File: src/rtl/pipe_hazard_ctrl.sv
// ---------------------------------------------------------------------------
// pipe_hazard_ctrl
// Stall/flush sequencer for the 5-stage MIPS pipeline registers
// (if2id, id2ex, ex2mem, mem2wb).
//
// It detects three conditions:
//   - a load in EX whose destination is read by the instruction in ID
//   - a branch or jump resolved in MEM that redirects the PC
//   - a data-memory access in MEM that has not completed yet
//
// The data-memory wait is tracked by a small FSM with a timeout. A
// saturating counter records how many cycles the PC was held.
//
// Parameters
//   MEM_TIMEOUT  maximum consecutive dmem wait cycles before ERROR (>= 2)
//   CNT_W        width of the stall-cycle performance counter
//
// Ports
//   i_clk, i_reset         clock; synchronous active-high reset
//   i_id_rs, i_id_rt       source register fields of the ID instruction
//   i_id_usesrt            ID instruction reads rt
//   i_ex_memtoreg          EX instruction is a load
//   i_ex_regwriteen        EX instruction writes a register
//   i_ex_writereg          EX destination register
//   i_mem_branch           MEM instruction is a conditional branch
//   i_mem_zero             ALU zero flag of the MEM instruction
//   i_mem_jump             MEM instruction is j/jal
//   i_mem_jumptoreg        MEM instruction is jr/jalr
//   i_dmem_req             MEM stage accesses data memory
//   i_dmem_ready           data memory completes its access this cycle
//   o_pc_stall             hold the PC
//   o_ifid_stall           hold if2id
//   o_ifid_flush           load a bubble into if2id
//   o_idex_stall           hold id2ex
//   o_idex_flush           load a bubble into id2ex
//   o_exmem_stall          hold ex2mem
//   o_exmem_flush          load a bubble into ex2mem
//   o_memwb_bubble         load a bubble into mem2wb
//   o_pc_redirect          take the MEM-stage pcnext as the next PC
//   o_mem_err              sticky flag: a dmem timeout occurred
//   o_stall_cycles         saturating count of cycles with o_pc_stall = 1
// ---------------------------------------------------------------------------
module pipe_hazard_ctrl #(
  parameter int MEM_TIMEOUT = 16,
  parameter int CNT_W       = 32
) (
  input  logic             i_clk,
  input  logic             i_reset,
  input  logic [4:0]       i_id_rs,
  input  logic [4:0]       i_id_rt,
  input  logic             i_id_usesrt,
  input  logic             i_ex_memtoreg,
  input  logic             i_ex_regwriteen,
  input  logic [4:0]       i_ex_writereg,
  input  logic             i_mem_branch,
  input  logic             i_mem_zero,
  input  logic             i_mem_jump,
  input  logic             i_mem_jumptoreg,
  input  logic             i_dmem_req,
  input  logic             i_dmem_ready,
  output logic             o_pc_stall,
  output logic             o_ifid_stall,
  output logic             o_ifid_flush,
  output logic             o_idex_stall,
  output logic             o_idex_flush,
  output logic             o_exmem_stall,
  output logic             o_exmem_flush,
  output logic             o_memwb_bubble,
  output logic             o_pc_redirect,
  output logic             o_mem_err,
  output logic [CNT_W-1:0] o_stall_cycles
);

  // The wait counter has to be able to hold MEM_TIMEOUT itself.
  localparam int WCW = $clog2(MEM_TIMEOUT + 1);
  localparam logic [WCW-1:0] LAST_WAIT = WCW'(MEM_TIMEOUT - 1);

  typedef enum logic [1:0] {
    ST_RUN,
    ST_MEM_WAIT,
    ST_ERROR
  } state_t;

  state_t           r_state;
  state_t           w_state_next;
  logic [WCW-1:0]   r_wait_cnt;
  logic [WCW-1:0]   w_wait_cnt_next;
  logic             r_mem_err;
  logic [CNT_W-1:0] r_stall_cycles;

  logic w_redirect;
  logic w_loaduse;
  logic w_freeze;
  logic w_evaluate;

  // A redirect is any taken control transfer that has been resolved in MEM.
  assign w_redirect = i_mem_jump | i_mem_jumptoreg | (i_mem_branch & i_mem_zero);

  // A load-use hazard exists when a load in EX writes a register that the
  // instruction in ID reads. Register $0 is never a real dependency.
  assign w_loaduse = i_ex_memtoreg & i_ex_regwriteen & (i_ex_writereg != 5'd0) &
                     ((i_ex_writereg == i_id_rs) |
                      (i_id_usesrt & (i_ex_writereg == i_id_rt)));

  // Next-state and strobe logic. The FSM state decides whether the pipeline
  // is frozen for a memory wait or may evaluate hazards. A freeze suppresses
  // hazard handling entirely. When the pipeline is not frozen, a redirect
  // takes priority over a load-use stall, because the dependent instruction
  // is being flushed anyway. During reset all three front registers are
  // flushed so the pipeline restarts from bubbles.
  always_comb begin
    o_pc_stall      = 1'b0;
    o_ifid_stall    = 1'b0;
    o_ifid_flush    = 1'b0;
    o_idex_stall    = 1'b0;
    o_idex_flush    = 1'b0;
    o_exmem_stall   = 1'b0;
    o_exmem_flush   = 1'b0;
    o_memwb_bubble  = 1'b0;
    o_pc_redirect   = 1'b0;
    w_state_next    = r_state;
    w_wait_cnt_next = r_wait_cnt;
    w_freeze        = 1'b0;
    w_evaluate      = 1'b0;

    if (i_reset) begin
      o_ifid_flush    = 1'b1;
      o_idex_flush    = 1'b1;
      o_exmem_flush   = 1'b1;
      o_memwb_bubble  = 1'b1;
      w_state_next    = ST_RUN;
      w_wait_cnt_next = '0;
    end else begin
      case (r_state)
        ST_RUN: begin
          if (i_dmem_req && !i_dmem_ready) begin
            w_freeze        = 1'b1;
            w_state_next    = ST_MEM_WAIT;
            w_wait_cnt_next = WCW'(1);
          end else begin
            w_evaluate = 1'b1;
          end
        end
        ST_MEM_WAIT: begin
          if (!i_dmem_ready) begin
            w_freeze        = 1'b1;
            w_wait_cnt_next = r_wait_cnt + 1'b1;
            if (r_wait_cnt == LAST_WAIT) begin
              w_state_next = ST_ERROR;
            end
          end else begin
            w_evaluate      = 1'b1;
            w_state_next    = ST_RUN;
            w_wait_cnt_next = '0;
          end
        end
        ST_ERROR: begin
          w_freeze = 1'b1;
        end
        default: begin
          w_state_next    = ST_RUN;
          w_wait_cnt_next = '0;
        end
      endcase
    end

    if (w_freeze) begin
      o_pc_stall     = 1'b1;
      o_ifid_stall   = 1'b1;
      o_idex_stall   = 1'b1;
      o_exmem_stall  = 1'b1;
      o_memwb_bubble = 1'b1;
    end else if (w_evaluate) begin
      if (w_redirect) begin
        o_pc_redirect = 1'b1;
        o_ifid_flush  = 1'b1;
        o_idex_flush  = 1'b1;
        o_exmem_flush = 1'b1;
      end else if (w_loaduse) begin
        o_pc_stall   = 1'b1;
        o_ifid_stall = 1'b1;
        o_idex_flush = 1'b1;
      end
    end
  end

  // State, wait counter, sticky error flag and stall-cycle counter.
  // The error flag is raised on the same edge that enters ERROR. The stall
  // counter stops at all-ones instead of wrapping, so a long error freeze
  // cannot make it read small again.
  always_ff @(posedge i_clk) begin
    if (i_reset) begin
      r_state        <= ST_RUN;
      r_wait_cnt     <= '0;
      r_mem_err      <= 1'b0;
      r_stall_cycles <= '0;
    end else begin
      r_state    <= w_state_next;
      r_wait_cnt <= w_wait_cnt_next;
      if (w_state_next == ST_ERROR) begin
        r_mem_err <= 1'b1;
      end
      if (o_pc_stall && (r_stall_cycles != '1)) begin
        r_stall_cycles <= r_stall_cycles + 1'b1;
      end
    end
  end

  assign o_mem_err      = r_mem_err;
  assign o_stall_cycles = r_stall_cycles;

endmodule

File: config.mk
export PLATFORM = sky130hd
export DESIGN_NAME = pipe_hazard_ctrl
export DESIGN_NICKNAME = d
export VERILOG_FILES = /design/src/rtl/pipe_hazard_ctrl.sv
export SDC_FILE = /design/constraint.sdc
export NUM_CORES = 1
export LEC_CHECK = 0
export CORE_MARGIN = 2
export CORE_UTILIZATION = 44
export CTS_BUF_LIST = sky130_fd_sc_hd__clkbuf_4 sky130_fd_sc_hd__clkbuf_8
export DETAILED_ROUTE_END_ITERATION = 8
export HOLD_SLACK_MARGIN = 0.1
export MAX_ROUTING_LAYER = met4
export PLACE_DENSITY = 0.79
export REMOVE_ABC_BUFFERS = 1
export SLEW_MARGIN = 40
export SYNTH_ARGS = -nofsm -noshare
export SYNTH_HDL_FRONTEND = slang
export SYNTH_SLANG_ARGS = --single-unit
File: constraint.sdc
create_clock -name i_clk -period 2.2 [get_ports i_clk]
set_clock_uncertainty 0.2 [all_clocks]
set_input_delay 0.44 -clock i_clk [delete_from_list [all_inputs] [get_ports i_clk]]
set_output_delay 0.44 -clock i_clk [all_outputs]
set_load 0.02 [all_outputs]
[Yosys cells after proc, flatten, opt, wreduce, memory -nomap -nowiden]
Index checks and enable logic that the tools add are counted.
Word-level totals
  register bits: 40
  input bits: 26
  output and inout bits: 42
  word-level logic and storage cells: 62
Cells by class
  $add $sub $neg: 2
  equal/unequal tests: 8
  muxes and demuxes: 33
  bitwise logic cells: 9
  reduce and logical (&&, ||, !) cells: 6
Operator list (count)
  $add 32x1->32 const B: 1
  $ne 32x32->1 const B: 1
  $mux 1: 23
  $pmux 5 s3: 1
  $eq 5x5->1: 2
  $mux 5: 2
  $mux 2: 4
  $pmux 2 s3: 1
  $add 5x1->5 const B: 1
  $and 1x1->1: 5
  $eq 5x4->1 const B: 1
  $reduce_bool 5->1: 1
  $eq 2x2->1 const B: 2
  $or 1x1->1: 3
  $pmux 1 s3: 1
  $eq 2x1->1 const B: 1
  $logic_and 1x1->1: 2
  $logic_not 2->1: 1
  $ne 2x2->1 const B: 1
  $pmux 1 s2: 1
  $reduce_and 2->1: 1
  $logic_not 1->1: 1
  $not 1->1: 1

[Logic depth before layout (Yosys ltp)]
  word-level depth: 9
  depth in mapped cells: 9
  gate-level depth less buffers: 7

[Worst setup path after synthesis]
OpenSTA, ideal clock, no wires.
  path kind: input-to-output
  start: in i_dmem_ready
  end: out o_pc_stall
  arrival: 1.770 ns
  data required time: 1.560 ns
  setup slack: -0.210 ns
  cell stages on the path: 6
  path buffers: 2
  cells stage by stage: nor2_1 -> o21ai_1 -> a21oi_1 -> a31o_4 -> buf_6 -> buf_4
On the way
  cells in the longest elaborated chain, start to end: 7
  elaborated cells on any way between the ends: 12
  classes of those cells: 10 x mux; 2 x reduce/logical
Ends and longest elaborated chain
  from (decl): RTL line 60  | input logic i_dmem_ready,
  $logic_not 1->1
  $logic_and 1x1->1: RTL line 136  | if (i_dmem_req && !i_dmem_ready) begin
  $mux 1: RTL line 136
  $pmux 1 s2: RTL line 134  | case (r_state)
  $mux 1: RTL line 126  | if (i_reset) begin
  $mux 1
  $mux 1 *
  to (decl): RTL line 61  | output logic o_pc_stall,
Mark *: on every way between the ends. The rest lies on a longest branch, timed or not.

[Worst setup path in the final report]
  start: in i_ex_writereg[1]
  end: out o_pc_stall
On the way
  cells in the longest elaborated chain, start to end: 8
  elaborated cells on any way between the ends: 11
  classes of those cells: 2 x eq/ne; 4 x mux; 4 x bitwise; 1 x reduce/logical
Ends and longest elaborated chain
  from (decl): RTL line 54  | input logic [4:0] i_ex_writereg,
  $eq 5x5->1: RTL line 103  | (i_id_usesrt & (i_ex_writereg == i_id_rt)));
  $and 1x1->1: RTL line 103
  $or 1x1->1: RTL line 102  | ((i_ex_writereg == i_id_rs) |
  $and 1x1->1 *: RTL line 101  | assign w_loaduse = i_ex_memtoreg & i_ex_regwriteen & (i_ex_writereg != 5'd0) &
  $mux 1 *: RTL line 179  | end else if (w_loaduse) begin
  $mux 1 *: RTL line 174  | if (w_redirect) begin
  $mux 1 *: RTL line 173  | end else if (w_evaluate) begin
  $mux 1 *: RTL line 167  | if (w_freeze) begin
Marks and branches as above.

==> impl_metrics.csv <==
group,metric,value,unit
drt,drt-total-wl,5740,µm
sta,postLayoutSetupSlackWorst,-0.0808,ns
final_layout,seqCellArea,805,µm²
sta,rsz0062_at_grt,"yes",
drt,wl_per_cell,13.3,µm
final_layout,multi_input_area,0.00137,mm²
worst_setup_path,cpMostUsedCell,"buf_6",
clock_network,cts_tree,"done",
clock_network,cts_buffer_depth,2,
drt,ant_nets,0,
synth,synthCells,267,
placed_design,portBuffers,67,
worst_setup_path,path_depth,6,
drt,vias,2221,
synth,synth_edf_count,0,
sta,setup_viol,2,
drt,vias_per_cell,5.15,
die,core_area,0.00501,mm²
power_and_ir_drop,vdd_drop_max,0.307,mV
clock_network,clk_latency,0.30,ns
worst_setup_path,max_stage_delay,0.54,ns
worst_setup_path,r2r_slack,0.10,ns
die,start_util,44.9,%
final_layout,drive_gt1_share,25.5,%
synth,synth_area_leaders,"dfxtp_1, xor2_1, nor2_1",
worst_setup_path,crit_slowest_cell,"or4_4",
sta,slew_headroom,75.8,%
synth,synthArstFlopShare,0,%
synth,yosys.area.top_type_share,35.6,%
grt,grt-ovfl-total,0,
worst_setup_path,worstPathMaxFanout,3,
die,row_count,26,
power_and_ir_drop,powerDensity,476,mW/mm²
sta,drv_slew,0,
worst_setup_path,path_cells,"buf_6 > or4_4 > nor2_4 > nor3_4 > a31o_4 > buf_6",
grt,grt_max_degree,32,
grt,track_usage,21.7,%
clock_network,clkSinkCount,40,
power_and_ir_drop,p_leak,1.32,nW
synth,synth_most_common_cell,"nor2_1",
synth,synth.yosys.seq_area_share,35.6,%
synth,avgSynthCellArea,8.43,µm²
worst_setup_path,rr_startpoint,"r_state[1]",
final_layout,num_antenna_cells,0,
worst_setup_path,crit_type,"in -> out",
synth,yosys_warnings,0,
worst_setup_path,reg2reg_depth,9,
worst_setup_path,cp-end-kind,"output pin",
placed_design,hpwl,4070,µm
drt,drt-pass1-iter-count,4,
worst_setup_path,crit_path_start,"i_ex_writereg[1]",
worst_setup_path,crit_end,"o_pc_stall",
synth,yosysTopAreaCell,"dfxtp_1",
synth,ys.flop_type,"dfxtp_1",
sta,fmax,438,MHz
sta,min_period,2.28,ns
grt,antenna_found_initial,0,
clock_network,clk_pin_slew,0.08,ns
hold_path,hold_path_class,"reg -> reg",
grt,grt_pass1_wl,9180,µm
worst_setup_path,start_kind,"primary input",
placed_design,dpl_worst_slack,-0.872,ns
status,failed_checks,"negative setup slack",
placed_design,place.gp.congestion,0.817,
final_layout,fill_cells,427,
final_layout,areaGrowthSynthToFinish,48.6,%
sta,tns,-0.161,ns
worst_setup_path,crit_arrival,1.64,ns
drt,dr.first_iter.drc_count,275,
clock_network,htree_num_levels,2,
worst_setup_path,path_buf_inv,2,
synth,synthTopCellsByCount,"nor2_1, dfxtp_1, xor2_1",
worst_setup_path,reg2reg_to,"o_stall_cycles[27]",
synth,ys_ff_latch,40,
die,dieHeight,75.5,µm
run,drv_cap,0,
die,ios,68,
worst_setup_path,critical-path-top-delay-family,"simple AND/OR/NAND/NOR gates",
die,die-area,0.00570,mm²
sta,worst_pin_slew,0.363,ns
status,status,"finished with violations",
clock_network,clock_tree.root_cell,"clkbuf_8",
synth,syn_area,0.00225,mm²
worst_setup_path,required,1.56,ns
die,die_x,75.5,µm
synth,ys_types,49,
grt,grt_pass1_vias,2135,
sta,finalHoldViolCount,0,
drt,drc,0,
sta,fin_crit_sh,104,%
final_layout,fin_nets,389,
clock_network,cts_buffers,5,
-- logic make-up after synthesis --
logic type | after synthesis | share of synthesized area [%]
AND/OR/NAND/NOR | 138 | 32.9
multiplexers | 2 | 0.945
adder cells (fa/ha/maj) | 3 | 1.67
buffers and inverters | 23 | 7.11
XOR/XNOR | 40 | 15.6
AO/OA/AOI/OAI | 21 | 6.28
flip-flops | 40 | 35.6
-- worst min-delay path by stage --
stage | slack [ns] | from | to | depth (start not counted)
2_1_floorplan | 0.24 | r_state[1] | r_state[0] | 1
3_3_place_gp | 0.24 | o_mem_err | o_mem_err | 2
3_5_place_dp | 0.24 | o_mem_err | o_mem_err | 2
4_1_cts | 0.25 | o_mem_err | o_mem_err | 2
5_1_grt | 0.29 | o_mem_err | o_mem_err | 2
6_report | 0.25 | o_mem_err | o_mem_err | 2
-- area by class of cell --
| type | count | area share, % |
|---|---|---|
| flip-flops and latches | 40 | 24.1 |
| clock inverters | 1 | 0.898 |
| inverters | 8 | 0.898 |
| well taps | 70 | 2.62 |
| repair buffers | 101 | 27.6 |
| multi-input cells | 204 | 41.1 |
| clock buffers | 7 | 2.88 |
-- state kept, by name, summed over array words and instances, names as in the netlist --
name	flops
o_stall_cycles	32
o_mem_err	1
r_state	2
r_wait_cnt	5
-- worst min-delay path: stages, from the launching register on --
cell     delay [ns]
dfxtp_1        0.31
inv_1          0.05
a21oi_1        0.05
-- through the flow --
| stage | power [mW] | utilization, % | instance area, µm² | cells | hold slack (ns) |
|---|---|---|---|---|---|
| 6_report | 1.59 | 66.8 | 3340 | 431 | 0.246 |
| 2_1_floorplan | 0.817 | - | 2120 | 252 | 0.244 |
| 5_1_grt | 1.64 | 66.8 | 3340 | 431 | 0.290 |
| 3_5_place_dp | 0.935 | 62.1 | 3110 | 420 | 0.238 |
| 3_3_place_gp | 0.931 | 62.1 | 3110 | 420 | 0.236 |
| 4_1_cts | 1.59 | 65.7 | 3290 | 430 | 0.249 |
-- per-layer routing --
layer  track usage [%]  vias up  part of all wire, %
li1                  -     1100                    -
met3              6.35        9                  5.8
met4              6.63        0                  1.3
met1              24.2     1034                   43
met2              37.5       78                   50
met5                 -        -                    0
-- report_power, final --
| group | internal, mW | total (mW) | switching (mW) | leakage, nW |
|---|---|---|---|---|
| Clock | 0.401 | 0.666 | 0.265 | 0.0645 |
| Sequential | 0.727 | 0.731 | 0.00327 | 0.324 |
| Combinational | 0.0990 | 0.194 | 0.0950 | 0.929 |
| Total | 1.23 | 1.59 | 0.363 | 1.32 |
-- placed cells by master, fill, tap and decap left out, drive strengths merged, types with 8 or more instances in the layout --
| cell | Yosys | routed |
|---|---|---|
| nor2 | 52 | 52 |
| inv | 8 | 8 |
| xnor2 | 13 | 13 |
| nand2 | 14 | 14 |
| clkdlybuf4s50 | 0 | 36 |
| nand4 | 15 | 15 |
| dlygate4sd2 | 0 | 14 |
| dfxtp | 40 | 40 |
| buf | 10 | 43 |
| xor2 | 27 | 27 |
| nand3 | 26 | 26 |
-- timing repair --
action,CTS,global route
pin swaps,21,14
buffers inserted,2,1
resized for setup,85,16
hold buffers,0,0
setup endpoints to repair,41,36
No activity file was read; power rests on OpenSTA's default activity.
